`src/rtl/pc_gen_if.sv`:
```
`default_nettype none
// ---------------------------------------------------------------------------
// | Module   : pc_gen_if                                                    |
// | Brief    : Control/fetch bundle between CTRL/ID and the PC generator.   |
// |            master = controller side, slave = pc_gen side.               |
// | Revision : 1.0  initial release                                         |
// ---------------------------------------------------------------------------
interface pc_gen_if #(
  parameter int unsigned ADDR_W  = 32,
  parameter int unsigned STALL_W = 6
);
  logic [STALL_W-1:0] stall;
  logic               flush;
  logic [ADDR_W-1:0]  new_pc;
  logic               branch_flag_i;
  logic [ADDR_W-1:0]  branch_target_address_i;
  logic [ADDR_W-1:0]  pc;
  logic               ce;
  logic               pc_misalign_o;
  logic               redirect_pending_o;
  logic [31:0]        fetch_count_o;

  modport master (
    output stall, flush, new_pc, branch_flag_i, branch_target_address_i,
    input  pc, ce, pc_misalign_o, redirect_pending_o, fetch_count_o
  );

  modport slave (
    input  stall, flush, new_pc, branch_flag_i, branch_target_address_i,
    output pc, ce, pc_misalign_o, redirect_pending_o, fetch_count_o
  );
endinterface
`default_nettype wire

```
`src/rtl/pc_gen.sv`:
```
`default_nettype none
// ---------------------------------------------------------------------------
// | Module   : pc_gen                                                       |
// | Brief    : Fetch-stage program counter with wake-up delay, buffered     |
// |            branch redirect under stall, misalignment flag and a         |
// |            retired-advance counter.                                     |
// | Revision : 1.0  initial release                                         |
// ---------------------------------------------------------------------------
module pc_gen #(
  parameter int unsigned       ADDR_W       = 32,
  parameter logic [ADDR_W-1:0] RESET_VECTOR = '0,
  parameter int unsigned       STEP         = 4,
  parameter int unsigned       STALL_W      = 6,
  parameter int unsigned       ENABLE_DELAY = 1
) (
  input  logic    clk,
  input  logic    rst,
  pc_gen_if.slave bus
);

  localparam int unsigned LSB_W = $clog2(STEP);
  localparam int unsigned CNT_W = (ENABLE_DELAY > 1) ? $clog2(ENABLE_DELAY) : 1;
  localparam logic [CNT_W-1:0] CNT_LAST = CNT_W'(ENABLE_DELAY - 1);
  localparam logic [ADDR_W-1:0] STEP_INC = ADDR_W'(STEP);

  typedef enum logic [0:0] {
    S_WAKE = 1'b0,
    S_RUN  = 1'b1
  } state_t;

  state_t            state_q, state_d;
  logic [CNT_W-1:0]  cnt_q, cnt_d;
  logic [ADDR_W-1:0] pc_q, pc_d;
  logic              ce_q, ce_d;
  logic              misalign_q, misalign_d;
  logic              pend_q, pend_d;
  logic [ADDR_W-1:0] pend_tgt_q, pend_tgt_d;
  logic [31:0]       count_q, count_d;

  // Misalignment is derived from the next pc so it lands on the same edge.
  generate
    if (STEP == 1) begin : g_aligned
      assign misalign_d = 1'b0;
    end else begin : g_lowbits
      assign misalign_d = |pc_d[LSB_W-1:0];
    end

    // Only stall[0] freezes the PC; the upper bits are part of the shared
    // pipeline stall vector and deliberately ignored here.
    if (STALL_W > 1) begin : g_stall_hi
      logic unused_stall_hi;
      assign unused_stall_hi = ^bus.stall[STALL_W-1:1];
    end
  endgenerate

  // Next-state: reset, wake-up countdown, then the RUN redirect priority chain.
  always_comb begin
    state_d    = state_q;
    cnt_d      = cnt_q;
    pc_d       = pc_q;
    ce_d       = ce_q;
    pend_d     = pend_q;
    pend_tgt_d = pend_tgt_q;
    count_d    = count_q;
    if (!rst) begin
      state_d    = S_WAKE;
      cnt_d      = '0;
      pc_d       = RESET_VECTOR;
      ce_d       = 1'b0;
      pend_d     = 1'b0;
      pend_tgt_d = '0;
      count_d    = '0;
    end else if (state_q == S_WAKE) begin
      // pc stays at the reset vector; flush and branch have no effect yet.
      cnt_d = cnt_q + CNT_W'(1);
      if (cnt_q == CNT_LAST) begin
        state_d = S_RUN;
        ce_d    = 1'b1;
      end
    end else begin
      if (bus.flush) begin
        pc_d    = bus.new_pc;
        pend_d  = 1'b0;
        count_d = count_q + 32'd1;
      end else if (bus.stall[0]) begin
        // Hold fetch; remember only the most recent branch target.
        if (bus.branch_flag_i) begin
          pend_d     = 1'b1;
          pend_tgt_d = bus.branch_target_address_i;
        end
      end else if (bus.branch_flag_i) begin
        pc_d    = bus.branch_target_address_i;
        pend_d  = 1'b0;
        count_d = count_q + 32'd1;
      end else if (pend_q) begin
        pc_d    = pend_tgt_q;
        pend_d  = 1'b0;
        count_d = count_q + 32'd1;
      end else begin
        pc_d    = pc_q + STEP_INC;
        count_d = count_q + 32'd1;
      end
    end
  end

  // State and output registers; reset is folded into the next-state logic.
  always_ff @(posedge clk) begin
    state_q    <= state_d;
    cnt_q      <= cnt_d;
    pc_q       <= pc_d;
    ce_q       <= ce_d;
    misalign_q <= misalign_d;
    pend_q     <= pend_d;
    pend_tgt_q <= pend_tgt_d;
    count_q    <= count_d;
  end

  assign bus.pc                 = pc_q;
  assign bus.ce                 = ce_q;
  assign bus.pc_misalign_o      = misalign_q;
  assign bus.redirect_pending_o = pend_q;
  assign bus.fetch_count_o      = count_q;

endmodule
`default_nettype wire

```
`src/flat_wrapper.sv`:
```
// flat-port wrapper written by rule: the top's interface ports become plain ports
module pc_gen_flat 
#(
  parameter int unsigned       ADDR_W       = 32,
  parameter logic [ADDR_W-1:0] RESET_VECTOR = '0,
  parameter int unsigned       STEP         = 4,
  parameter int unsigned       STALL_W      = 6,
  parameter int unsigned       ENABLE_DELAY = 1
)
  (clk, rst, bus_stall, bus_flush, bus_new_pc, bus_branch_flag_i, bus_branch_target_address_i, bus_pc, bus_ce, bus_pc_misalign_o, bus_redirect_pending_o, bus_fetch_count_o);
  pc_gen_if #(.ADDR_W(ADDR_W), .STALL_W(STALL_W)) bus_i ();
  input  logic clk;
  input  logic rst;
  input wire logic [$bits(bus_i.stall)-1:0] bus_stall;
  input wire logic [$bits(bus_i.flush)-1:0] bus_flush;
  input wire logic [$bits(bus_i.new_pc)-1:0] bus_new_pc;
  input wire logic [$bits(bus_i.branch_flag_i)-1:0] bus_branch_flag_i;
  input wire logic [$bits(bus_i.branch_target_address_i)-1:0] bus_branch_target_address_i;
  output wire logic [$bits(bus_i.pc)-1:0] bus_pc;
  output wire logic [$bits(bus_i.ce)-1:0] bus_ce;
  output wire logic [$bits(bus_i.pc_misalign_o)-1:0] bus_pc_misalign_o;
  output wire logic [$bits(bus_i.redirect_pending_o)-1:0] bus_redirect_pending_o;
  output wire logic [$bits(bus_i.fetch_count_o)-1:0] bus_fetch_count_o;
  assign bus_i.stall = bus_stall;
  assign bus_i.flush = bus_flush;
  assign bus_i.new_pc = bus_new_pc;
  assign bus_i.branch_flag_i = bus_branch_flag_i;
  assign bus_i.branch_target_address_i = bus_branch_target_address_i;
  assign bus_pc = bus_i.pc;
  assign bus_ce = bus_i.ce;
  assign bus_pc_misalign_o = bus_i.pc_misalign_o;
  assign bus_redirect_pending_o = bus_i.redirect_pending_o;
  assign bus_fetch_count_o = bus_i.fetch_count_o;
  pc_gen #(.ADDR_W(ADDR_W), .RESET_VECTOR(RESET_VECTOR), .STEP(STEP), .STALL_W(STALL_W), .ENABLE_DELAY(ENABLE_DELAY)) u_core (.clk(clk), .rst(rst), .bus(bus_i));
endmodule
```
`config.mk`:
```
export PLATFORM = sky130hd
export DESIGN_NAME = pc_gen_flat
export DESIGN_NICKNAME = d
export VERILOG_FILES = /design/src/rtl/pc_gen_if.sv /design/src/rtl/pc_gen.sv /design/src/flat_wrapper.sv
export SDC_FILE = /design/constraint.sdc
export NUM_CORES = 1
export LEC_CHECK = 0
export BUFFER_PORTS_ARGS = -buffer_cell sky130_fd_sc_hd__buf_4
export CAP_MARGIN = 20
export CORE_ASPECT_RATIO = 1.25
export CORE_MARGIN = 2
export CORE_UTILIZATION = 40
export DETAILED_ROUTE_END_ITERATION = 16
export GPL_ROUTABILITY_DRIVEN = 1
export SLEW_MARGIN = 20
export SYNTH_ARGS = -nofsm -noshare
export SYNTH_HDL_FRONTEND = slang
export SYNTH_SLANG_ARGS = --single-unit
```
`constraint.sdc`:
```
create_clock -name clk -period 2.5 [get_ports clk]
set_clock_uncertainty 0.1 [all_clocks]
set_input_delay 0.125 -clock clk [delete_from_list [all_inputs] [get_ports clk]]
set_output_delay 0.125 -clock clk [all_outputs]
set_load 0.005 [all_outputs]
```
# Word-level counts from Yosys, hierarchy flattened

Index checks and enable logic that the tools add are counted.

Register bits: 101
Bits of input ports: 74
Output and inout port bits: 67
Word-level logic and storage cells: 35

Add/subtract/negate cells: 3
Eq/ne operators: 2
Multiplexer cells: 13
Bitwise operators: 3
Reduce and logical (&&, ||, !) cells: 5

Operators by type and width:

| kind                                                                     | number |
|---|---|
| 32-bit two-way mux                                                       | 6 |
| 32-bit by 1-bit adder with 32-bit output (second input constant)         | 1 |
| 32-bit by 3-bit adder with 32-bit output (second input constant)         | 1 |
| 2-bit AND reduction                                                      | 3 |
| 1-bit two-way mux                                                        | 5 |
| 2-bit two-way mux                                                        | 2 |
| 4-bit AND reduction                                                      | 1 |
| 3-bit by 1-bit inequality test with 1-bit output (second input constant) | 1 |
| 1-bit NOT                                                                | 3 |
| 2-bit by 1-bit inequality test with 1-bit output (second input constant) | 1 |
| 2-bit OR reduction                                                       | 1 |
| 1-bit adder (second input constant)                                      | 1 |

# Logic depth before layout (Yosys ltp)

Word-level depth: 8
Depth in mapped cells: 7
Gate-level depth less buffers: 6

# Least setup slack after synthesis

No wires, ideal clock.

Path kind: register to register
Start point: reg u_core.pc_q[6] (netlist: u_core.bus.pc[6])
End point: reg u_core.pc_q[19] (netlist: u_core.bus.pc[19])
Setup time: 0.137 ns
Arrival: 1.574 ns
Setup slack: 0.689 ns
Cell stages (with the launch flop): 7
Buffers on the path: 1
Period minus slack after synthesis: 1.811 ns
Cell sequence: dfxtp_1 and4_1 buf_6 nand4_4 o31a_1 o31ai_1 a31oi_1

Cells in the longest elaborated chain, start to end: 5

RTL lines:

| element                                  | line          | text |
|---|---|---|
| start, declared                          | pc_gen.sv:33  | `logic [ADDR_W-1:0] pc_q, pc_d;` |
| start signal, assigned                   | pc_gen.sv:110 | `pc_q <= pc_d;` |
| 32-bit by 3-bit adder with 32-bit output | pc_gen.sv:100 | `pc_d = pc_q + STEP_INC;` |
| 32-bit two-way mux                       | pc_gen.sv:95  | `end else if (pend_q) begin` |
| 32-bit two-way mux                       | pc_gen.sv:91  | `end else if (bus.branch_flag_i) begin` |
| 32-bit two-way mux                       | pc_gen.sv:85  | `end else if (bus.stall[0]) begin` |
| 32-bit two-way mux                       | pc_gen.sv:81  | `if (bus.flush) begin` |

No other way between the ends. The select of a mux whose other input is x is not followed.
A chain may end at the register's enable or synchronous reset.

# Final worst setup path

Start point: reg u_core.count_q[3] (netlist: u_core.bus.fetch_count_o[3])
End point: reg u_core.count_q[29] (netlist: u_core.bus.fetch_count_o[29])

Cells in the longest elaborated chain, start to end: 3

RTL lines:

| element                                    | line          | text |
|---|---|---|
| start, declared                            | pc_gen.sv:38  | `logic [31:0] count_q, count_d;` |
| start signal, assigned                     | pc_gen.sv:115 | `count_q <= count_d;` |
| 32-bit by 1-bit adder with 32-bit output * | --            |  |
| 32-bit two-way mux                         | pc_gen.sv:85  |  |
| 32-bit two-way mux *                       | pc_gen.sv:81  |  |

Mark *: on every way between the ends. The rest lies on a longest branch, timed or not. The select of a mux whose other input is x is not followed.

==> impl_summary.md <==
Global route
The via count of the first global-routing pass was around 5,600. The number of antenna violations at the first check in global routing is 0. The first global-routing pass estimated 28,860 um of wire. The maximum number of pins on one net before global-route repair is 33.

Summed over all layers, the global routing overflow is 0. The combined global-route utilization of all metal layers is between 20% and 30%.

Die
The width of the die is 109.7 um. The floorplan row count is between 40 and 50. During I/O placement, the number of pins put on the boundary was around 140.

The floorplan step set the die height to 136.1 um. The initial cell density of the core is between 40% and 50%. The total core area is 0.01375 mm^2. The area enclosed by the die boundary is 0.01493 mm^2.

Finish
The library cell used most frequently in the layout, excluding fill and tap cells, is buf_4. In the layout the commonest cells are 165 x buf_4, 123 x nand2_1, 101 x dfxtp_1. The total of fill cells in the finished design is about 1,300. Of the cells placed in the final design, the portion with a size suffix greater than 1 is a little under a quarter. The repair_antennas step left the layout with diodes totalling 0. Compared with the post-synthesis result, the final layout area differs by 33.39%.

The total number of nets in the final design is 954.

Routing
In the final routed layout, each cell accounts on average for around 18 um. For this block, the initial DRC count from the detailed router was 476. The routed wire length is about 19,000 um.

The count of nets left with antenna violations once routing finished came out at 0. The first detailed-routing pass ran for 6 iterations. In the routed design, unresolved DRC markers number 0. Detailed routing inserted a total of 5,998 vias. After detailed routing, the number of vias per cell comes to 5.669.

Worst setup path
Along the worst path, the maximum fanout reaches 7. Counting cells, the worst reg-to-reg path comes to 5. The critical path class is flip-flop to flip-flop. The capture point of the worst path is u_core.bus.fetch_count_o[29]. The worst register-to-register path ends at u_core.bus.fetch_count_o[29]. The startpoint class of the critical path is a flip-flop.

The worst register-to-register path has a setup slack of 400 ps. The type of destination of the critical path is a flip-flop. In this run the worst setup path begins at u_core.bus.fetch_count_o[3]. The data arrival time of the critical path is 2270 ps. The worst path required time is 2680 ps. The worst reg2reg path startpoint is u_core.bus.fetch_count_o[3].

Power
The internal portion of the total power is around 2.8 mW. Power spread over the standard cell area amounts to 524.0 mW/mm^2. Net switching is a little over a quarter of the power.

The largest vdd supply drop is 291.2 uV. Combinational logic burns 17.5% of the power. The total power is 3.903 mW. The net switching power figure is 1.063 mW.

For this design the static power due to leakage is 2.913 nW. Of the total power, registers draw 45.0%. The clock share of power is 37.5%.

Run status
The flow ran to the end, and the final reports show no timing, DRC or antenna violations.

Yosys
After synthesis, the share of flip-flops with an asynchronous set or reset is 0%. The average cell area after synthesis is 7.810 um^2. The largest total area in the synthesized netlist belongs to dfxtp_1. The count of flip-flops with a built-in enable after synthesis is 0.

The total nets after synthesis is between 700 and 800. The most instantiated flip-flop cell in the synthesis netlist is dfxtp_1. The area of the mapped netlist is 0.005584 mm^2.

In the post-synthesis netlist, the biggest area contributors are dfxtp_1 36%, nand2_1 8.3%, a21oi_1 6.2%. Synthesis handed over a netlist of 715 instances. The share of synthesized area in the top cell type comes to 36.21%. The synthesis-stage register bit count is 101. The Yosys warning count is 0. In this run, distinct cell masters in the synthesized netlist total 64. The sequential element share of the synthesized area is 36.21%.

Clock tree
The CTS tree is built. In this run, post-CTS hold repair placed 41 buffers. The longest clock path from root to sink contains 2 buffers.

The clock sink count is 101. Buffers added to address setup during post-CTS repair amount to 0. The CTS buffer count is 9. The post-cts repair resize count is 0. The buffer cell driving the clock tree root is clkbuf_16. The clock-pin transition on the worst setup and hold timing paths is around 70 ps.

The insertion delay to the later sink of the worst-skew pair is 350 ps. The H-tree level count is 3.

Placed design
The estimated wirelength of the detail-placed design is 13,340 um. Port buffering added roughly 140 buffers. Routability-driven placement finished with a final weighted congestion of 0.9006.

Timing
At the pin with the least slew margin, the transition time is 639.4 ps. Setup repair after global routing left no endpoint under its margin. The final critical path takes up 83.86% of the cycle. The final hold violation count is 0. The worst max-slew margin expressed relative to the limit is 56.83%. The setup TNS is 0 ps.

The final count of negative-setup-slack endpoints is 0. The number of pins exceeding their max-slew limit in the final report is 0. The time the final worst path needs with I/O delays and setup is 2097 ps. The highest clock rate is roughly 480 MHz.

Worst hold path
In this run the worst hold path is classified as input pin to flip-flop.

Flow run
Across the run, the number of max-cap violations was 0.
how the worst min path moves through the flow:
stage	start	endpoint	slack, ps	depth (start not counted)
6_report	bus_new_pc[7]	u_core.bus.pc[7]	20	3
5_1_grt	bus_new_pc[7]	u_core.bus.pc[7]	30	3
4_1_cts	bus_new_pc[7]	u_core.bus.pc[7]	2	3
3_5_place_dp	bus_branch_target_address_i[28]	u_core.pend_tgt_q[28]	290	3
3_3_place_gp	bus_branch_target_address_i[8]	u_core.pend_tgt_q[8]	280	3
2_1_floorplan	bus_branch_target_address_i[10]	u_core.pend_tgt_q[10]	160	2
critical path, stage by stage, from the launching register on:
cell and delay (ps):
dfxtp_1 410, and3_1 290, and4_1 390, nand4_1 270
or3_1 410, a21oi_1 150
cell usage after synthesis (14+ instances only):
cell type,instances
nand3_1,22
a31oi_1,15
o21ai_0,45
clkbuf_1,31
xor2_1,21
xnor2_1,14
a21oi_1,69
dfxtp_1,101
and3_1,19
nand4_1,25
nor3_1,14
nand2_1,123
nor2_1,48
cell families (layout without fill, tap and decap cells):
group | Yosys count | count (layout) | synth area share (%)
compound gates | 189 | 189 | 20.97
mux | 11 | 11 | 1.972
buf+inv | 69 | 237 | 6.744
flops | 101 | 101 | 36.21
simple gates | 308 | 308 | 28.16
xor+xnor | 35 | 35 | 5.490
fa+ha+maj | 2 | 2 | 0.4481
power groups by stage:
stage          clock, mW  combinational, mW  sequential (mW)
6_report            1.46              0.683             1.76
5_1_grt             1.57              0.743             1.77
4_1_cts             1.50              0.681             1.75
3_5_place_dp           0              0.627             1.79
3_3_place_gp           0              0.616             1.79
2_1_floorplan          0              0.339             1.78
metal layers:
| layer | track usage [%] | wire [um] | vias up | part of all wire, % |
|---|---|---|---|---|
| met1 | 31.89 | 7581 | 2825 | 41 |
| met5 | 0 | 0 | - | 0 |
| li1 | - | - | 2898 | - |
| met4 | 9.986 | 510 | 0 | 2.7 |
| met2 | 40.26 | 9071 | 236 | 49 |
| met3 | 4.842 | 1397 | 39 | 7.5 |
registers in the layout, summed over array words and instances (netlist names):
register                       flops
u_core.bus.fetch_count_o          32
u_core.bus.pc                     32
u_core.pend_tgt_q                 32
u_core.bus.ce                      1
u_core.bus.pc_misalign_o           1
u_core.bus.redirect_pending_o      1
u_core.cnt_q                       1
u_core.state_q                     1
metrics by stage:
stage	area (um^2)	hold WS [ps]	util (%)	std cells	worst slack [ps]
floorplan	5584	161.0	-	715	688.7
global placement	6726	283.3	48.91	1001	439.2
detailed placement	6726	292.9	48.91	1001	412.9
CTS	7448	1.978	54.16	1058	390.0
global route	7448	27.79	54.16	1058	267.6
finish	7448	16.65	54.16	1058	403.4
cell type report:
cell class	count	area [um^2]	share of cell area, %
Clock buffer	12	256.5	3.444
Sequential cell	101	2022	27.15
Inverter	15	56.30	0.7559
Multi-Input combinational cell	545	3191	42.84
Clock inverter	4	55.05	0.7391
Timing Repair Buffer	206	1649	22.14
Tap cell	175	219.0	2.940
(Power assumes the default switching activity.)
